File: src/rtl/sha2_msg_schedule.sv
// sha2_msg_schedule
// Message-schedule generator for the SHA-2 datapath.
// Loads one 16-word block, then streams W0..W(ROUNDS-1) one per handshake.
// WORDSIZE=32 serves SHA-224/256, WORDSIZE=64 serves SHA-384/512.
//
// Handshake rule for both ports: a transfer happens on a rising edge where
// valid and ready are both high. A producer holds valid and its payload stable
// until that transfer. Here m_ready and w_valid come only from the state
// register, so neither port has a combinational path from its inputs.

module sha2_msg_schedule #(
  parameter int WORDSIZE = 32,
  parameter int ROUNDS   = 64
) (
  input  logic                clk,
  input  logic                rst,
  input  logic                m_valid,
  output logic                m_ready,
  input  logic [WORDSIZE-1:0] m_word,
  output logic                w_valid,
  input  logic                w_ready,
  output logic [WORDSIZE-1:0] w_data,
  output logic [6:0]          w_index,
  output logic                w_last
);

  // Reject configurations the sigma functions or the 7-bit index cannot cover.
  generate
    if (!(WORDSIZE == 32 || WORDSIZE == 64)) begin : g_bad_wordsize
      $error("sha2_msg_schedule: WORDSIZE must be 32 or 64");
    end
    if (ROUNDS < 16 || ROUNDS > 80) begin : g_bad_rounds
      $error("sha2_msg_schedule: ROUNDS must be in 16..80");
    end
  endgenerate

  // Rotate and shift amounts for the small sigma functions.
  localparam int S0_R1 = (WORDSIZE == 64) ? 1  : 7;
  localparam int S0_R2 = (WORDSIZE == 64) ? 8  : 18;
  localparam int S0_SH = (WORDSIZE == 64) ? 7  : 3;
  localparam int S1_R1 = (WORDSIZE == 64) ? 19 : 17;
  localparam int S1_R2 = (WORDSIZE == 64) ? 61 : 19;
  localparam int S1_SH = (WORDSIZE == 64) ? 6  : 10;

  localparam logic [6:0] LOAD_LAST = 7'd15;
  localparam logic [6:0] RUN_LAST  = 7'(ROUNDS - 1);

  typedef enum logic {
    LOAD = 1'b0,
    RUN  = 1'b1
  } state_t;

  // The current state is kept as a named register so checkers can observe it.
  state_t              state;
  logic [6:0]          cnt;
  logic [WORDSIZE-1:0] win [16];
  logic [WORDSIZE-1:0] new_word;
  logic                m_fire;
  logic                w_fire;

  function automatic logic [WORDSIZE-1:0] rotr(input logic [WORDSIZE-1:0] x,
                                               input int n);
    return (x >> n) | (x << (WORDSIZE - n));
  endfunction

  function automatic logic [WORDSIZE-1:0] sigma0(input logic [WORDSIZE-1:0] x);
    return rotr(x, S0_R1) ^ rotr(x, S0_R2) ^ (x >> S0_SH);
  endfunction

  function automatic logic [WORDSIZE-1:0] sigma1(input logic [WORDSIZE-1:0] x);
    return rotr(x, S1_R1) ^ rotr(x, S1_R2) ^ (x >> S1_SH);
  endfunction

  // Next schedule word W(t+16) from the window holding W(t)..W(t+15).
  always_comb begin
    new_word = sigma1(win[14]) + win[9] + sigma0(win[1]) + win[0];
  end

  // m_valid is only accepted in LOAD, w_ready is only accepted in RUN.
  always_comb begin
    m_fire = (state == LOAD) && m_valid;
    w_fire = (state == RUN) && w_ready;
  end

  // Outputs are decoded from registers only; w_data is the oldest window entry.
  always_comb begin
    m_ready = (state == LOAD);
    w_valid = (state == RUN);
    w_data  = win[0];
    w_index = cnt;
    w_last  = (state == RUN) && (cnt == RUN_LAST);
  end

  // State, counter and window. Reset wins over any handshake at the same edge.
  always_ff @(posedge clk) begin
    if (rst) begin
      state <= LOAD;
      cnt   <= 7'd0;
      for (int i = 0; i < 16; i++) begin
        win[i] <= '0;
      end
    end else begin
      case (state)
        LOAD: begin
          if (m_fire) begin
            win[cnt[3:0]] <= m_word;
            if (cnt == LOAD_LAST) begin
              cnt   <= 7'd0;
              state <= RUN;
            end else begin
              cnt <= cnt + 7'd1;
            end
          end
        end
        RUN: begin
          if (w_fire) begin
            for (int i = 0; i < 15; i++) begin
              win[i] <= win[i+1];
            end
            win[15] <= new_word;
            if (cnt == RUN_LAST) begin
              cnt   <= 7'd0;
              state <= LOAD;
            end else begin
              cnt <= cnt + 7'd1;
            end
          end
        end
        default: begin
          state <= LOAD;
          cnt   <= 7'd0;
        end
      endcase
    end
  end

endmodule

File: config.mk
export PLATFORM = sky130hd
export DESIGN_NAME = sha2_msg_schedule
export DESIGN_NICKNAME = d
export VERILOG_FILES = /design/src/rtl/sha2_msg_schedule.sv
export SDC_FILE = /design/constraint.sdc
export NUM_CORES = 1
export LEC_CHECK = 0
export ABC_AREA = 1
export BUFFER_PORTS_ARGS = -buffer_cell sky130_fd_sc_hd__buf_2
export CORE_MARGIN = 2
export CORE_UTILIZATION = 31
export CTS_CLUSTER_DIAMETER = 120
export DETAILED_ROUTE_END_ITERATION = 8
export GPL_TIMING_DRIVEN = 0
export PLACE_DENSITY = 0.45
export SYNTH_ARGS = -nofsm -noshare
export SYNTH_HDL_FRONTEND = slang
export SYNTH_SLANG_ARGS = --single-unit
export TNS_END_PERCENT = 5
File: constraint.sdc
create_clock -name clk -period 4.8 [get_ports clk]
set_input_delay 0.96 -clock clk [delete_from_list [all_inputs] [get_ports clk]]
set_output_delay 0.96 -clock clk [all_outputs]
set_load 0.01 [all_outputs]
======== Yosys cells after proc, flatten, opt, wreduce, memory -nomap -nowiden ========
Memories as Yosys holds them, arrays and structs flattened.
Index checks and enable logic that the tools add are counted.
cells by class
  reductions and logical operators ........ 5
  $add $sub $neg .......................... 4
  equal/unequal tests ..................... 4
  bitwise gates (word level) .............. 25
  mux-type cells .......................... 39
operator list
  operator             count
  $mux 32              17
  $add 32x32->32       3
  $xor 32x32->32       2
  $or 13x32->32        1
  $or 14x32->32        1
  $or 15x32->32        1
  $or 25x32->32        1
  $reduce_or 32->1     1
  $xor 32x22->32       1
  $xor 32x29->32       1
  $mux 7               4
  $or 1x1->1           16
  $mux 1               15
  $pmux 7 s2           1
  $add 7x1->7 const B  1
  $eq 7x4->1 const B   1
  $eq 7x6->1 const B   1
  $mux 4               1
  $ne 2x1->1 const B   2
  $logic_and 1x1->1    3
  $pmux 1 s2           1
  $reduce_and 2->1     1
  $not 1->1            1
storage, ports and cells
  logic and storage cells ................. 80
  output and inout bits ................... 42
  flip-flop bits (word level) ............. 8
  bits of input ports ..................... 36
  RAM bits ................................ 512
  memories kept ........................... 1
memory list
  memory  words  bits a word  read ports  clocked after Yosys merged registers in  write ports  line  text
  win     16     32           16          0                                        16           56    logic [WORDSIZE-1:0] win [16];

======== Longest topological paths before layout ========
  depth after elaboration ................. 8
  depth in mapped cells ................... 20
  gate-level depth less buffers ........... 20

======== Least setup slack after synthesis ========
Ideal clock, no wire load.
  kind .................................... reg2reg
  from .................................... memory win[1][8]
  to ...................................... memory win[15][17], data pin
  setup slack ............................. 1.247 ns
  buffers on the path ..................... 0
  period minus slack after synthesis ...... 3.553 ns
  arrival time ............................ 3.290 ns
  required time ........................... 4.537 ns
  cell stages (with the launch flop) ...... 21
  setup time .............................. 0.263 ns
  path through ............................ edfxtp_1 > xnor2_1 > xor2_1 > inv_1 > fa_1 > inv_1 > fa_1 > inv_1 > ha_1 > inv_1 > fa_1 > inv_1 > nand3_1 > nand3_1 > nand2_1 > nand2_1 > nand3_1 > nand2_1 > nand2_1 > nand3_1 > o21ai_0
RTL lines
  element      line
  from (decl)  56

==> summary.md <==
| Metric | Value |
|---|---|
| Initial antenna violation count | `1` |
| Synth Area in Compound Gates | `10.1%` |
| Routed WL | `109,000 um` |
| Crit path buf inv count | `3` |
| Crit path launch type | `flip-flop` |
| TritonCTS Sinks | `520` |
| WHS Path Cells | `2` |
| Max-cap violation count | `0` |
| Critical Path AT | `4.95 ns` |
| Routability cong. | `0.979` |
| Register area share after synthesis | `57.0%` |
| Syn Nets | `2,832` |
| Max Root-Sink Buffers | `3` |
| CP peak stage delay | `0.76 ns` |
| Vias in the first global route | `20.7k` |
| Row Count | `108` |
| Final period util | `96.4%` |
| GR Util All Layers | `23.6%` |
| CTS buffer count | `58` |
| R2r startpoint | `win[14][26]` |
| Final Non-Filler Cells | `4,041` |
| H-Tree Level Count | `2` |
| Max FO, Critical Path | `5` |
| Top cell by count, worst path | `nand2_1` |
| Chip width | `300 um` |
| Final setup vio count | `0` |
| Share of layout cells above drive strength 1 | `7.83%` |
| First-pass GRT wire length | `152,000 um` |
| I/O Buffers | `77` |
| Netlist cell types | `32` |
| IO Pins | `78` |
| Post-synth EDFFs | `512` |
| Worst slew pin tran | `1.31 ns` |
| LEAKAGE | `11.9 nW` |
| Slowest CP cell | `o21ai_0` |
| Area Growth Syn to Fin | `13.6%` |
| Worst-Skew Late Latency | `0.64 ns` |
| Fill count | `8,757` |
| Post-synthesis simple-gate area fraction | `14.9%` |
| DP Wirelength | `82,300 um` |
| FF-to-FF setup slack | `0.17 ns` |
| Fin nets | `2,969` |
| Area post-placement | `29,100 um2` |
| Main flop type after synthesis | `edfxtp_1` |
| Worst VDD drop | `0.000403 V` |
| Starting DRT DRC Count | `2,933` |
| R2R depth | `15` |
| Residual DRC | `0` |
| Hold worst-path end | `win[9][7]` |
| Status | `finished clean` |
| First-pass DRT Iterations | `6` |
| Crit path max-delay family | `adder cells` |
| Pwr Total | `16.9 mW` |
| FFs w/ async S/R, synth | `0%` |
| Core area | `86,900 um2` |
| XOR/XNOR Fraction of Synth Area | `4.18%` |
| Hold Slack | `0.531 ns` |
| Yosys reg bits | `520` |
| Crit Path Class | `flip-flop to flip-flop` |
| Final Critical Period | `4.63 ns` |
| Die H | `300 um` |
| Post-Synth Adder-Cell Area | `6.16%` |
| Synth Instances | `2,699` |
| Final instance area | `31,000 um2` |
| Initial Utilization | `31.3%` |
| CP required | `5.13 ns` |
| Root Driver | `clkbuf_16` |
| Min-Delay Path Class | `flip-flop to flip-flop` |
| Routed Antenna Nets | `0` |
| Worst path cell trace | `xnor2_1, xnor2_1, fa_1, inv_1, fa_1, inv_1, ha_1, nand2_1, nand2_1, nand2_1, nand2_1, inv_1, nand3_1, o21ai_0, o21ai_0` |
| Avg WL per Cell | `26.9 um` |
| Cell Area, Synth | `27,200 um2` |
| Syn avg cell area | `10.1 um2` |
| Vias/cell | `5.37` |
| Clk pin slew, worst setup/hold paths | `0.06 ns` |
| Hold Crit Start | `win[10][7]` |
| Largest net degree at the start of global routing | `33` |
| Die footprint | `90,200 um2` |
| Mux contribution to synthesized area | `0%` |
| Pwr Density | `545 nW/um2` |
| Final hold vios | `0` |
| YS warnings | `0` |
| Placed Cells | `3,932` |
| Clock Skew | `0.0418 ns` |
| Worst R2R End | `win[15][12]` |
| Rel. slew slack | `12.6%` |
| Slew Limit Fails | `0` |
| Max Fclk | `216 MHz` |
| Crit end category | `flip-flop` |
| Total grt overflow | `0` |
| CTS tree | `built` |
| Total number of vias | `21.7k` |
| RSZ-0062 raised after global routing | `false` |
| Largest family of logic cells by synthesized area | `simple AND/OR/NAND/NOR gates` |
-- through the flow --
| stage | util, % | TNS [ns] | setup WS [ns] |
|---|---|---|---|
| floorplan | - | 0 | 1.25 |
| global placement | 33.5 | 0 | 0.00289 |
| detailed placement | 33.5 | -3.13 | -0.0622 |
| CTS | 35.6 | 0 | 0.246 |
| global route | 35.6 | 0 | 0.0592 |
| finish | 35.6 | 0 | 0.173 |
-- cell type report --
cell class	instances	area [um2]	area share, %
diodes	1	2.50	0.00809
plain buffers	195	843	2.72
clock buffers	71	1500	4.85
clock inverters	38	324	1.05
inverters	329	1230	3.99
multi-input cells	1654	9660	31.2
flip-flops and latches	520	15500	50.2
well taps	1155	1450	4.67
repair buffers	78	405	1.31
-- where the power goes --
part	switching, mW	internal (mW)	total (mW)
Sequential	0.322	5.52	5.84
Combinational	4.71	1.93	6.64
Clock	1.93	2.44	4.37
-- per-layer routing --
metal	track usage [%]	routed length [um]
met1	34.5	48400
met2	35.0	46400
met3	4.68	9870
met4	7.81	4020
met5	0	0
-- cell families (layout without fill, tap and decap cells) --
group	count (synthesis)	after routing
AND/OR/NAND/NOR	883	883
XOR/XNOR	130	130
flip-flops	520	520
other	0	1
adder cells (fa/ha/maj)	97	97
AO/OA/AOI/OAI	544	544
buffers and inverters	525	711
-- repair_timing --
item                                    in CTS  in global routing
hold buffers                                 0                  0
setup buffers                                0                  0
endpoints found under the setup margin       0                  4
gates resized for setup                      0                  0
-- layout by cell type, fill, tap and decap left out, types with 3 or more instances in the layout --
master and n:
nand2_2 19, o21ai_1 135, nor2_1 45, nor3_1 10, nand3_1 534, buf_1 32, nand4_1 12, buf_2 100
xnor2_1 82, a21oi_1 29, clkinv_1 14, inv_2 4, clkinv_2 16, clkbuf_16 58, and2_1 3, bufinv_16 4
clkbuf_1 135, fa_1 62, inv_1 324, xor2_1 48, o22ai_1 8, dfxtp_1 8, buf_4 14, ha_1 35
buf_6 4, nand2_1 255, edfxtp_1 512, o21ai_0 368
-- worst max-delay path by stage --
stage	from	endpoint	slack, ns	depth (start not counted)
finish	win[14][26]	win[15][12]	0.17	15
global route	win[14][18]	win[15][17]	0.06	19
CTS	win[14][18]	win[15][17]	0.25	20
detailed placement	w_ready	win[10][7]	-0.06	6
global placement	w_ready	win[0][5]	0.003	6
floorplan	win[1][8]	win[15][17]	1.25	20
-- worst reg2reg max path, delay by kind of cell (launching register included) --
kind | cells | cell delay, ns
adders and majority gates | 3 | 1.25
AOI/OAI and AO/OA | 2 | 1.04
xor gates and xnor gates | 2 | 0.80
DFF | 1 | 0.56
and+or+nand+nor | 5 | 0.45
buffers and inverters | 3 | 0.22
-- synth_stat cells, types with 4 or more instances --
master / n / area, um2
o22ai_1: 8 / 50.1
nand3_1: 534 / 2670
buf_1: 32 / 120
buf_6: 4 / 45.0
buf_2: 23 / 115
xor2_1: 48 / 420
nand4_1: 12 / 75.1
nand2_1: 271 / 1020
nor2_1: 45 / 169
o21ai_1: 135 / 676
ha_1: 35 / 438
nor3_1: 10 / 50.1
a21oi_1: 29 / 145
inv_1: 324 / 1220
inv_2: 4 / 15.0
buf_4: 14 / 105
edfxtp_1: 512 / 15400
dfxtp_1: 8 / 160
xnor2_1: 82 / 718
clkbuf_1: 123 / 462
o21ai_0: 368 / 1840
fa_1: 62 / 1240
-- flip-flops by register name, summed over array words and instances (netlist names) --
register  flops
win         512
w_index       7
w_valid       1
No activity file was read; power rests on OpenSTA's default activity.
